<file path="config.mk">
export PLATFORM = sky130hd
export DESIGN_NAME = instruction_loader
export DESIGN_NICKNAME = d
export VERILOG_FILES = /design/src/rtl/instruction_loader.sv
export SDC_FILE = /design/constraint.sdc
export NUM_CORES = 1
export LEC_CHECK = 0
export BUFFER_PORTS_ARGS = -buffer_cell sky130_fd_sc_hd__buf_2
export CAP_MARGIN = 20
export CORE_ASPECT_RATIO = 1.5
export CORE_UTILIZATION = 57
export CTS_CLUSTER_SIZE = 28
export DETAILED_ROUTE_END_ITERATION = 10
export GPL_TIMING_DRIVEN = 0
export HOLD_SLACK_MARGIN = 0.06
export MAX_ROUTING_LAYER = met4
export PLACE_DENSITY = 0.92
export SKIP_CTS_REPAIR_TIMING = 1
export SLEW_MARGIN = 30
export SYNTH_ARGS = -nofsm -noshare
export SYNTH_HDL_FRONTEND = slang
export SYNTH_SLANG_ARGS = --single-unit
export TNS_END_PERCENT = 50
</file>
<file path="constraint.sdc">
create_clock -name i_clock -period 2 [get_ports i_clock]
set_input_delay 0.4 -clock i_clock [delete_from_list [all_inputs] [get_ports i_clock]]
set_output_delay 0.4 -clock i_clock [all_outputs]
set_load 0.02 [all_outputs]
</file>
<file path="src/rtl/instruction_loader.sv">
// Byte-stream program loader: assembles received bytes MSB-first into instruction
// words and writes them to instruction memory until the halt word is stored.
module instruction_loader #(
  parameter int                 NB_DATA   = 32,
  parameter int                 NB_BYTE   = 8,
  parameter int                 NB_ADDR   = 8,
  parameter logic [NB_DATA-1:0] HALT_WORD = 32'hFFFF_FFFF
) (
  input  logic               i_clock,
  input  logic               i_reset,
  input  logic               i_enable,
  input  logic               i_start,
  input  logic [NB_BYTE-1:0] i_rx_data,
  input  logic               i_rx_valid,
  output logic               o_ready,
  output logic               o_wr_en,
  output logic [NB_ADDR-1:0] o_wr_addr,
  output logic [NB_DATA-1:0] o_wr_data,
  output logic               o_busy,
  output logic               o_done,
  output logic               o_error,
  output logic [NB_ADDR:0]   o_word_count
);

  localparam int BYTES_PER_WORD = NB_DATA / NB_BYTE;
  localparam int NB_BCNT        = (BYTES_PER_WORD > 1) ? $clog2(BYTES_PER_WORD) : 1;

  localparam logic [NB_BCNT-1:0] LAST_BYTE = NB_BCNT'(BYTES_PER_WORD - 1);
  localparam logic [NB_ADDR-1:0] LAST_ADDR = '1;

  typedef enum logic [2:0] {
    S_IDLE,
    S_RECEIVE,
    S_WRITE,
    S_DONE,
    S_ERROR
  } state_t;

  state_t             r_state;
  logic [NB_BCNT-1:0] r_byte_cnt;
  logic [NB_DATA-1:0] r_word;
  logic [NB_ADDR-1:0] r_addr;
  logic [NB_ADDR-1:0] r_wr_addr;
  logic [NB_DATA-1:0] r_wr_data;
  logic [NB_ADDR:0]   r_word_count;
  logic               r_busy;
  logic               r_done;
  logic               r_error;

  logic [NB_DATA-1:0] w_word_next;
  logic               w_last_byte;
  logic               w_is_halt;
  logic               w_mem_full;

  assign w_word_next = {r_word[NB_DATA-NB_BYTE-1:0], i_rx_data};
  assign w_last_byte = (r_byte_cnt == LAST_BYTE);
  assign w_is_halt   = (r_word == HALT_WORD);
  assign w_mem_full  = (r_addr == LAST_ADDR);

  // NOTE: every register below uses non-blocking assignment so all state advances
  // together on the edge; blocking here would let later statements see new values.
  always_ff @(posedge i_clock or negedge i_reset) begin
    if (!i_reset) begin
      r_state      <= S_IDLE;
      r_byte_cnt   <= '0;
      r_word       <= '0;
      r_addr       <= '0;
      r_wr_addr    <= '0;
      r_wr_data    <= '0;
      r_word_count <= '0;
      r_busy       <= 1'b0;
      r_done       <= 1'b0;
      r_error      <= 1'b0;
    end else if (i_enable) begin
      case (r_state)
        S_IDLE, S_DONE, S_ERROR: begin
          if (i_start) begin
            r_state      <= S_RECEIVE;
            r_byte_cnt   <= '0;
            r_word       <= '0;
            r_addr       <= '0;
            r_word_count <= '0;
            r_busy       <= 1'b1;
            r_done       <= 1'b0;
            r_error      <= 1'b0;
          end
        end

        S_RECEIVE: begin
          if (i_rx_valid) begin
            r_word <= w_word_next;
            if (w_last_byte) begin
              // Capture the write port here so it is stable for the whole WRITE cycle.
              r_byte_cnt <= '0;
              r_wr_addr  <= r_addr;
              r_wr_data  <= w_word_next;
              r_state    <= S_WRITE;
            end else begin
              r_byte_cnt <= r_byte_cnt + NB_BCNT'(1);
            end
          end
        end

        S_WRITE: begin
          r_word_count <= r_word_count + 1'b1;
          if (w_is_halt) begin
            r_state <= S_DONE;
            r_busy  <= 1'b0;
            r_done  <= 1'b1;
          end else if (w_mem_full) begin
            r_state <= S_ERROR;
            r_busy  <= 1'b0;
            r_error <= 1'b1;
          end else begin
            r_addr  <= r_addr + 1'b1;
            r_state <= S_RECEIVE;
          end
        end

        default: r_state <= S_IDLE;
      endcase
    end
  end

  // The two strobes are gated by i_enable directly so a stall silences them at once.
  assign o_ready      = (r_state == S_RECEIVE) && i_enable;
  assign o_wr_en      = (r_state == S_WRITE) && i_enable;
  assign o_wr_addr    = r_wr_addr;
  assign o_wr_data    = r_wr_data;
  assign o_busy       = r_busy;
  assign o_done       = r_done;
  assign o_error      = r_error;
  assign o_word_count = r_word_count;

  a_done_error_exclusive : assert property (
    @(posedge i_clock) disable iff (!i_reset) !(o_done && o_error));
  a_wr_en_while_busy : assert property (
    @(posedge i_clock) disable iff (!i_reset) o_wr_en |-> o_busy);
  a_ready_wr_exclusive : assert property (
    @(posedge i_clock) disable iff (!i_reset) !(o_ready && o_wr_en));

endmodule

</file>
==> results of run 1 <==
-- final cells by class --
type                       instances  share of cell area
buffer                            23              0.0394
clock buffer                      10              0.0438
clock inverter                     6              0.0121
inverter                           4             0.00367
multi-input combinational        267               0.342
sequential                        97               0.445
tap                              102              0.0234
timing repair buffer              83              0.0914
-- per-layer routing --
metal	share of wire	GRT usage	routed length, um
met1	0.39	0.314	4020
met2	0.54	0.482	5530
met3	0.039	0.0500	395
met4	0.024	0.129	240
met5	0	-	0
-- worst max-delay path, delay by kind of cell, from the launching register on --
kind | cells | cell delay [ps]
buffers and inverters | 5 | 610
flip-flops | 1 | 370
AND/OR/NAND/NOR | 2 | 280
-- flip-flops by register name (all words and copies together) (netlist names) --
name and flops:
o_word_count 9, r_state 3, o_busy 1, o_error 1, r_word 32, r_addr 8
o_done 1, o_wr_data 32, r_byte_cnt 2, o_wr_addr 8
-- through the flow --
stage / std cells / util / cell area (um^2)
6_report: 592 / 0.717 / 5460
5_1_grt: 592 / 0.717 / 5460
4_1_cts: 575 / 0.690 / 5250
3_5_place_dp: 559 / 0.650 / 4950
3_3_place_gp: 558 / 0.646 / 4910
2_1_floorplan: 391 / - / 4460
-- worst paths after layout --
path                                 end  slack [ps]  depth (start not counted)
max in group asynchronous     r_state[0]         880                          3
max                              o_wr_en          -3                          7
max reg2reg                    r_addr[0]          60                          7
min reg2reg                 o_wr_data[2]         490                          1
min in group asynchronous  o_wr_data[13]         530                          2
min                         o_wr_data[5]         300                          2
-- logic make-up (layout without fill, tap and decap cells) --
kind of cell,Yosys count,in the layout,share of synthesized area
multiplexers,40,40,0.134
AND/OR/NAND/NOR,138,138,0.148
AO/OA/AOI/OAI,86,86,0.118
adder cells (fa/ha/maj),3,3,0.00841
flip-flops,97,97,0.544
buffers and inverters,27,126,0.0482
-- placed cells by master (no fill, tap or decap), types with 6 or more instances in the layout --
master	count
a21oi_1	9
buf_2	68
buf_4	17
buf_6	6
clkbuf_1	7
clkbuf_16	9
dfrtp_1	97
mux2_4	39
nand2_1	84
nand3_1	7
nand4_1	10
nor2_1	11
o21ai_1	49
-- power groups by stage --
| stage | Combinational, uW | Clock, uW | Sequential (uW) |
|---|---|---|---|
| CTS | 1960 | 1770 | 3020 |
| detailed placement | 1950 | 0 | 3040 |
| finish | 2000 | 1750 | 3030 |
| global route | 2200 | 1870 | 3100 |
| global placement | 1870 | 0 | 3000 |
| floorplan | 1060 | 0 | 3250 |
==> reports/results.ini, run 1 <==
[worst_setup_path]
path_cells=buf_6 -> nor3b_4 -> buf_6 -> nand2_8 -> inv_4 -> buf_8 -> buf_6
critPathSlowestCell=dfrtp_1
crit_arrival_ps=1600
startpoint=r_state[1]
crit_required_ps=1600
cp_max_fo=10
end_kind=primary output
crit_top_cell=buf_6
r2r_start=r_addr[0]
crit_type=reg -> out
start_kind=register
crit_path_max_incr_delay_ps=370

[power_and_ir_drop]
cell_internal_pwr_uw=4450
p_sw_frac=0.343
netSwitchingPower_uw=2330
clockPowerShare=0.259
power_frac_seq=0.447
ir_drop_v=0.000700
cellLeakagePower_uw=0.00273
p_per_area_mw_per_mm2=1240
comb_power_share=0.295
totalPowerFinal_uw=6780

[detailed_routing]
drtIter0Drc=220
num_vias=3393
ant_nets=0
wl_per_cell_um=17.2
drc=0
drt_pass1_iterations=4
routed_via_density=5.73
wirelength_um=10200

[floorplan]
die_width_um=74.2
io_pins=67
die-area_mm2=0.00819
initial_core_util=0.586
placeableCoreArea_mm2=0.00761
die_h_um=110
rows=39

[timing]
max_clock_freq_mhz=499
fin_hold_ws_ps=298
clock_skew_ps=4.58
finalSetupViolCount=1
rsz0062_at_grt=true
min_period_ps=2000
final-hold-violation-count=0
fin_setup_tns_ps=-2.62
fin_ws_ps=-2.62
slew_violations=0
fin_crit_sh=1.00
slew_headroom=0.632
worstMarginPinSlew_ps=552

[clock_network]
numClockSinks=97
path_clk_slew_ps=60
htreeDepth=3
cts_buffers=9
cts_root_buf=clkbuf_16
clock_path_buffers=2
tritoncts=yes
clk_latency_ps=350

[run_status]
violations=negative setup slack
run_status=complete, but fails checks

[worst_hold_path]
hold_start=i_rx_data[5]
hold_path_class=in -> reg

[global_route]
first_global_vias=3344
grt_max_degree=59
grt_pass1_wl_um=16400
grt_overflow_total=0
grt.total_usage=0.281
antenna_found_initial=0

[cells_and_area]
ff_latch_area_mm2=0.00243
area_growth_pct=22.4
drive_gt1_frac=0.341
multi_input_area_mm2=0.00187
antenna_cells=0
final_nets=501
fillers=545

[synthesis]
synth_commonest_cells=dfrtp_1 (97), nand2_1 (84), o21ai_1 (49)
yosysTopAreaCellShare=0.544
syn_area_per_cell_um2=11.4
synth_flop_cell=dfrtp_1
synth_area_mm2=0.00446
synth_cell_types=49
yosysTopAreaCell=dfrtp_1
yosysSeqAreaShare=0.544
synth.area.top_cells=dfrtp_1 (54%), mux2_4 (13%), nand2_1 (7.1%), o21ai_1 (5.5%), buf_12 (2.2%)
async_reset_ff_frac=1.00
yosys_register_bits=97
synth_edf_count=0
syn-num-nets=407
synth_cells=391
ys_warn_count=0
yosysMostFrequentCell=dfrtp_1

[placement]
preCtsSetupSlack_ps=-106
io_buffers=65
gp_congestion=0.928
hpwl_um=6920

[job]
cap_violations=0

Note: power is estimated with default switching activity, not from simulation.
==> run 2, diff against run 1 <==
--- a/config.mk
+++ b/config.mk
@@ -15,6 +15,7 @@
 export HOLD_SLACK_MARGIN = 0.06
 export MAX_ROUTING_LAYER = met4
 export PLACE_DENSITY = 0.92
+export REMOVE_ABC_BUFFERS = 1
 export SKIP_CTS_REPAIR_TIMING = 1
 export SLEW_MARGIN = 30
 export SYNTH_ARGS = -nofsm -noshare
==> reports/results.ini, run 2 (synthesized netlist as in run 1, its figures left out) <==
[timing]
clock_skew_ps=3.51  ; -1.08 ps
slew_violations=0  ; unchanged
fin_setup_tns_ps=0  ; +2.62 ps
max_clock_freq_mhz=505  ; +1.2%
rsz0062_at_grt=true
worstMarginPinSlew_ps=524  ; -27.8 ps
fin_crit_sh=0.990  ; -0.0115
slew_headroom=0.650  ; +0.0184
finalSetupViolCount=0  ; -1
final-hold-violation-count=0  ; unchanged
min_period_ps=1980  ; -23.0 ps

[global_route]
first_global_vias=3154  ; -5.7%
grt_max_degree=73  ; +24%
antenna_found_initial=0  ; unchanged
grt.total_usage=0.256  ; -0.0252
grt_overflow_total=0  ; unchanged
grt_pass1_wl_um=15100  ; -8.0%

[worst_setup_path]
crit_type=reg -> out
r2r_start=r_state[2]
ff2ff_setup_slack_ps=50  ; about the same
start_kind=register
reg2reg_to=o_wr_data[2]
crit_arrival_ps=1580  ; -20 ps
end_kind=primary output
crit_required_ps=1600  ; about the same
critical_path.top_delay_family=flip-flops
critPathBufInv=2  ; -3
critPathSlowestCell=dfrtp_2
startpoint=r_state[2]
path_cells=nor3_4 -> buf_8 -> and2_4 -> buf_6
crit_path_max_incr_delay_ps=500  ; +130 ps
r2r_cells=5  ; -2
cp_max_fo=18  ; +8

[floorplan]
rows=39  ; unchanged
io_pins=67  ; unchanged
die_h_um=110  ; unchanged
die_width_um=74.2  ; unchanged
die-area_mm2=0.00819  ; unchanged
initial_core_util=0.586  ; unchanged
placeableCoreArea_mm2=0.00761  ; unchanged

[detailed_routing]
wirelength_um=10400  ; +1.6%
routed_via_density=5.99  ; +4.4%
ant_nets=0  ; unchanged
num_vias=3394  ; +0.029%
wl_per_cell_um=18.3  ; +6.1%
drtIter0Drc=223  ; +1.4%
drc=0  ; unchanged
drt_pass1_iterations=5  ; +1

[placement]
place_area_mm2=0.00485  ; -1.9%
io_buffers=66  ; +1.5%
gp_congestion=0.817  ; -12%
hpwl_um=6160  ; -11%

[run_status]
run_status=complete, no violations

[clock_network]
cts_buffers=9  ; unchanged
tritoncts=yes
path_clk_slew_ps=60  ; about the same
clock_path_buffers=2  ; unchanged
numClockSinks=97  ; unchanged
htreeDepth=3  ; unchanged
cts_root_buf=clkbuf_16
clk_latency_ps=340  ; about the same

[cells_and_area]
area_growth_pct=18.8
antenna_cells=0  ; unchanged
fillers=541  ; -0.73%
multi_input_area_mm2=0.00191  ; +2.3%
drive_gt1_frac=0.335  ; -0.00533
mostFrequentLayoutCells=dfrtp_1 (93), nand2_1 (83), buf_2 (64), o21ai_1 (49), mux2_4 (39)
layout_commonest_cell=dfrtp_1
fin_area_mm2=0.00530  ; -3.0%
ff_latch_area_mm2=0.00243  ; +0.21%
final_nets=476  ; -5.0%

[worst_hold_path]
hold_depth=2  ; unchanged
hold_start=i_rx_data[2]
hold_path_class=in -> reg
hold_path_end=o_wr_data[2]

[power_and_ir_drop]
p_per_area_mw_per_mm2=1280  ; +3.1%
ir_drop_v=0.00102  ; +46%
cellLeakagePower_uw=0.00263  ; -3.4%

[job]
cap_violations=0  ; unchanged

## run 2: worst max-delay path by stage
stage	endpoint	slack, ps	cells past startpoint
after global routing	o_wr_en	-30	4
after global placement	r_word[30]	-2470	4
after detailed placement	o_wr_data[2]	-390	6
after CTS	o_wr_en	-520	4
after floorplan	r_byte_cnt[0]	-1610	4
final	o_ready	20	4
## run 2: final cells by class
type / instances / share of cell area
multi-input combinational: 270 / 0.360
clock inverter: 5 / 0.0104
inverter: 4 / 0.00425
timing repair buffer: 78 / 0.0963
clock buffer: 11 / 0.0458
tap: 102 / 0.0241
sequential: 97 / 0.459
## run 2: worst register-to-register path, stage by stage (launching register included)
cell,delay (ps)
dfrtp_2,500
nor3_4,210
buf_8,190
and2_4,210
and3_4,370
mux2_1,360
## run 2: metal layers
metal / global-route usage / share of wire / up-vias
li1: - / - / 1523
met1: 0.299 / 0.40 / 1714
met2: 0.424 / 0.54 / 137
met3: 0.0618 / 0.042 / 20
met4: 0.0970 / 0.017 / 0
met5: - / 0 / -
## run 2: power breakdown
part,internal (uW),switching [uW]
Sequential,2540,512
Combinational,907,1110
Clock,999,707
## run 2: metrics by stage
stage               std cells  hold slack [ps]  power, uW   util  setup WS, ps
floorplan                 368              104       4240      -         -1610
global placement          536              459       4770  0.620         -2470
detailed placement        541              278       4960  0.638          -391
CTS                       557            -82.6       6700  0.677          -519
global route              567              287       7100  0.696         -28.6
finish                    567              294       6780  0.696          20.4
==> run 3, diff against run 2 <==
--- a/config.mk
+++ b/config.mk
@@ -8,13 +8,13 @@
 export BUFFER_PORTS_ARGS = -buffer_cell sky130_fd_sc_hd__buf_2
 export CAP_MARGIN = 20
 export CORE_ASPECT_RATIO = 1.5
-export CORE_UTILIZATION = 57
+export CORE_UTILIZATION = 35
 export CTS_CLUSTER_SIZE = 28
 export DETAILED_ROUTE_END_ITERATION = 10
 export GPL_TIMING_DRIVEN = 0
 export HOLD_SLACK_MARGIN = 0.06
 export MAX_ROUTING_LAYER = met4
-export PLACE_DENSITY = 0.92
+export PLACE_DENSITY = 0.65
 export REMOVE_ABC_BUFFERS = 1
 export SKIP_CTS_REPAIR_TIMING = 1
 export SLEW_MARGIN = 30
==> reports/results.ini, run 3 (synthesized netlist as in run 1, its figures left out) <==
[floorplan]
io_pins=67  ; unchanged
die_width_um=94.2  ; +27%
initial_core_util=0.358  ; -0.228
rows=50  ; +28%
die_h_um=140  ; +27%
die-area_mm2=0.0132  ; +61%
placeableCoreArea_mm2=0.0124  ; +64%

[cells_and_area]
antenna_cells=0  ; unchanged
mostFrequentLayoutCells=dfrtp_1 (94), nand2_1 (84), buf_2 (65), o21ai_1 (49), mux2_4 (39)
area_growth_pct=20.6
final_nets=478  ; +0.42%
fillers=1157  ; +110%
layout_commonest_cell=dfrtp_1
drive_gt1_frac=0.332  ; -0.00358

[worst_setup_path]
crit_type=reg -> out
start_kind=register
crit_required_ps=1600  ; about the same
cp_max_fo=16  ; -2
crit_arrival_ps=1650  ; +70 ps
end_kind=primary output

[clock_network]
numClockSinks=97  ; unchanged
htreeDepth=3  ; unchanged
path_clk_slew_ps=70  ; about the same
clk_latency_ps=340  ; about the same
clock_path_buffers=2  ; unchanged
cts_root_buf=clkbuf_16
cts_buffers=9  ; unchanged
tritoncts=yes

[timing]
fin_hold_ws_ps=290  ; -4.27 ps
min_period_ps=2050  ; +72.1 ps
worstMarginPinSlew_ps=573  ; +48.8 ps
final-hold-violation-count=0  ; unchanged
fin_crit_sh=1.03  ; +0.0361
clock_skew_ps=8.55  ; +5.04 ps
finalSetupViolCount=1  ; +1
slew_violations=0  ; unchanged
fin_ws_ps=-51.8  ; -72.1 ps
slew_headroom=0.617  ; -0.0333
rsz0062_at_grt=true
max_clock_freq_mhz=487  ; -3.5%

[power_and_ir_drop]
ir_drop_v=0.000658  ; -36%
p_per_area_mw_per_mm2=1260  ; -1.7%
cellLeakagePower_uw=0.00264  ; +0.34%

[detailed_routing]
drtIter0Drc=177  ; -21%
routed_via_density=5.22  ; -13%
num_vias=3252  ; -4.2%
wl_per_cell_um=16.9  ; -7.4%
drc=0  ; unchanged
drt_pass1_iterations=4  ; -1
wirelength_um=10500  ; +1.7%
ant_nets=0  ; unchanged

[global_route]
grt_pass1_wl_um=15600  ; +3.0%
first_global_vias=3063  ; -2.9%
met3_usage=0.0315  ; -0.0303
grt.total_usage=0.156  ; -0.0994
use_met1=0.193  ; -0.107
grt_overflow_total=0  ; unchanged
antenna_found_initial=0  ; unchanged
grt_max_degree=57  ; -22%
use_met2=0.248  ; -0.176
top_usage_layer=met2

[placement]
preCtsSetupSlack_ps=-305  ; +86.1 ps
hpwl_um=6540  ; +6.0%
io_buffers=66  ; unchanged
gp_congestion=0.804  ; -1.6%

[run_status]
run_status=complete, but fails checks
violations=negative setup slack

[worst_hold_path]
hold_path_class=in -> reg

[job]
cap_violations=0  ; unchanged

## run 3: layer usage
layer  up-vias  routed length (um)
met5         -                   0
met3        16                 469
li1       1530                   -
met1      1605                4460
met4         0                 147
met2       101                5450
## run 3: critical path, stage by stage (launching register included)
cell and delay (ps):
dfrtp_2 480, nor3b_4 300, nand2_4 200, inv_6 160, buf_2 180
## run 3: through the flow
step,total power (uW),cells,utilization,area (um^2),setup TNS [ps]
floorplan,4240,368,-,4260,-80640
finish,6770,623,0.432,5380,-51.8
global route,7160,623,0.432,5380,-963
global placement,4820,590,0.385,4790,-175400
detailed placement,4960,595,0.393,4900,-13250
CTS,6750,611,0.418,5200,-14050
## run 3: final cells by class
type,count,area (um^2),area share
clock buffers,12,256,0.0477
inverters,4,22.5,0.00418
multi-input cells,271,1930,0.359
repair buffers,79,495,0.0921
clock inverters,4,51.3,0.00953
flip-flops and latches,97,2430,0.452
well taps,156,195,0.0363
## run 3: worst paths after layout
path	start	end	slack [ps]	cells past startpoint
worst max-delay path	r_state[0]	o_wr_en	-50	4
worst min-delay path	i_rx_data[2]	o_wr_data[2]	290	2
worst max register to register	r_state[2]	r_addr[6]	40	5
worst min register to register	o_wr_data[2]	o_wr_data[2]	490	1
max in group asynchronous	i_reset	o_wr_data[17]	850	3
min in group asynchronous	i_reset	o_wr_addr[5]	550	2
## run 3: where the power goes
| part | switching (uW) | internal (uW) |
|---|---|---|
| sequential | 475 | 2540 |
| clock | 728 | 1040 |
| combinational | 1090 | 901 |
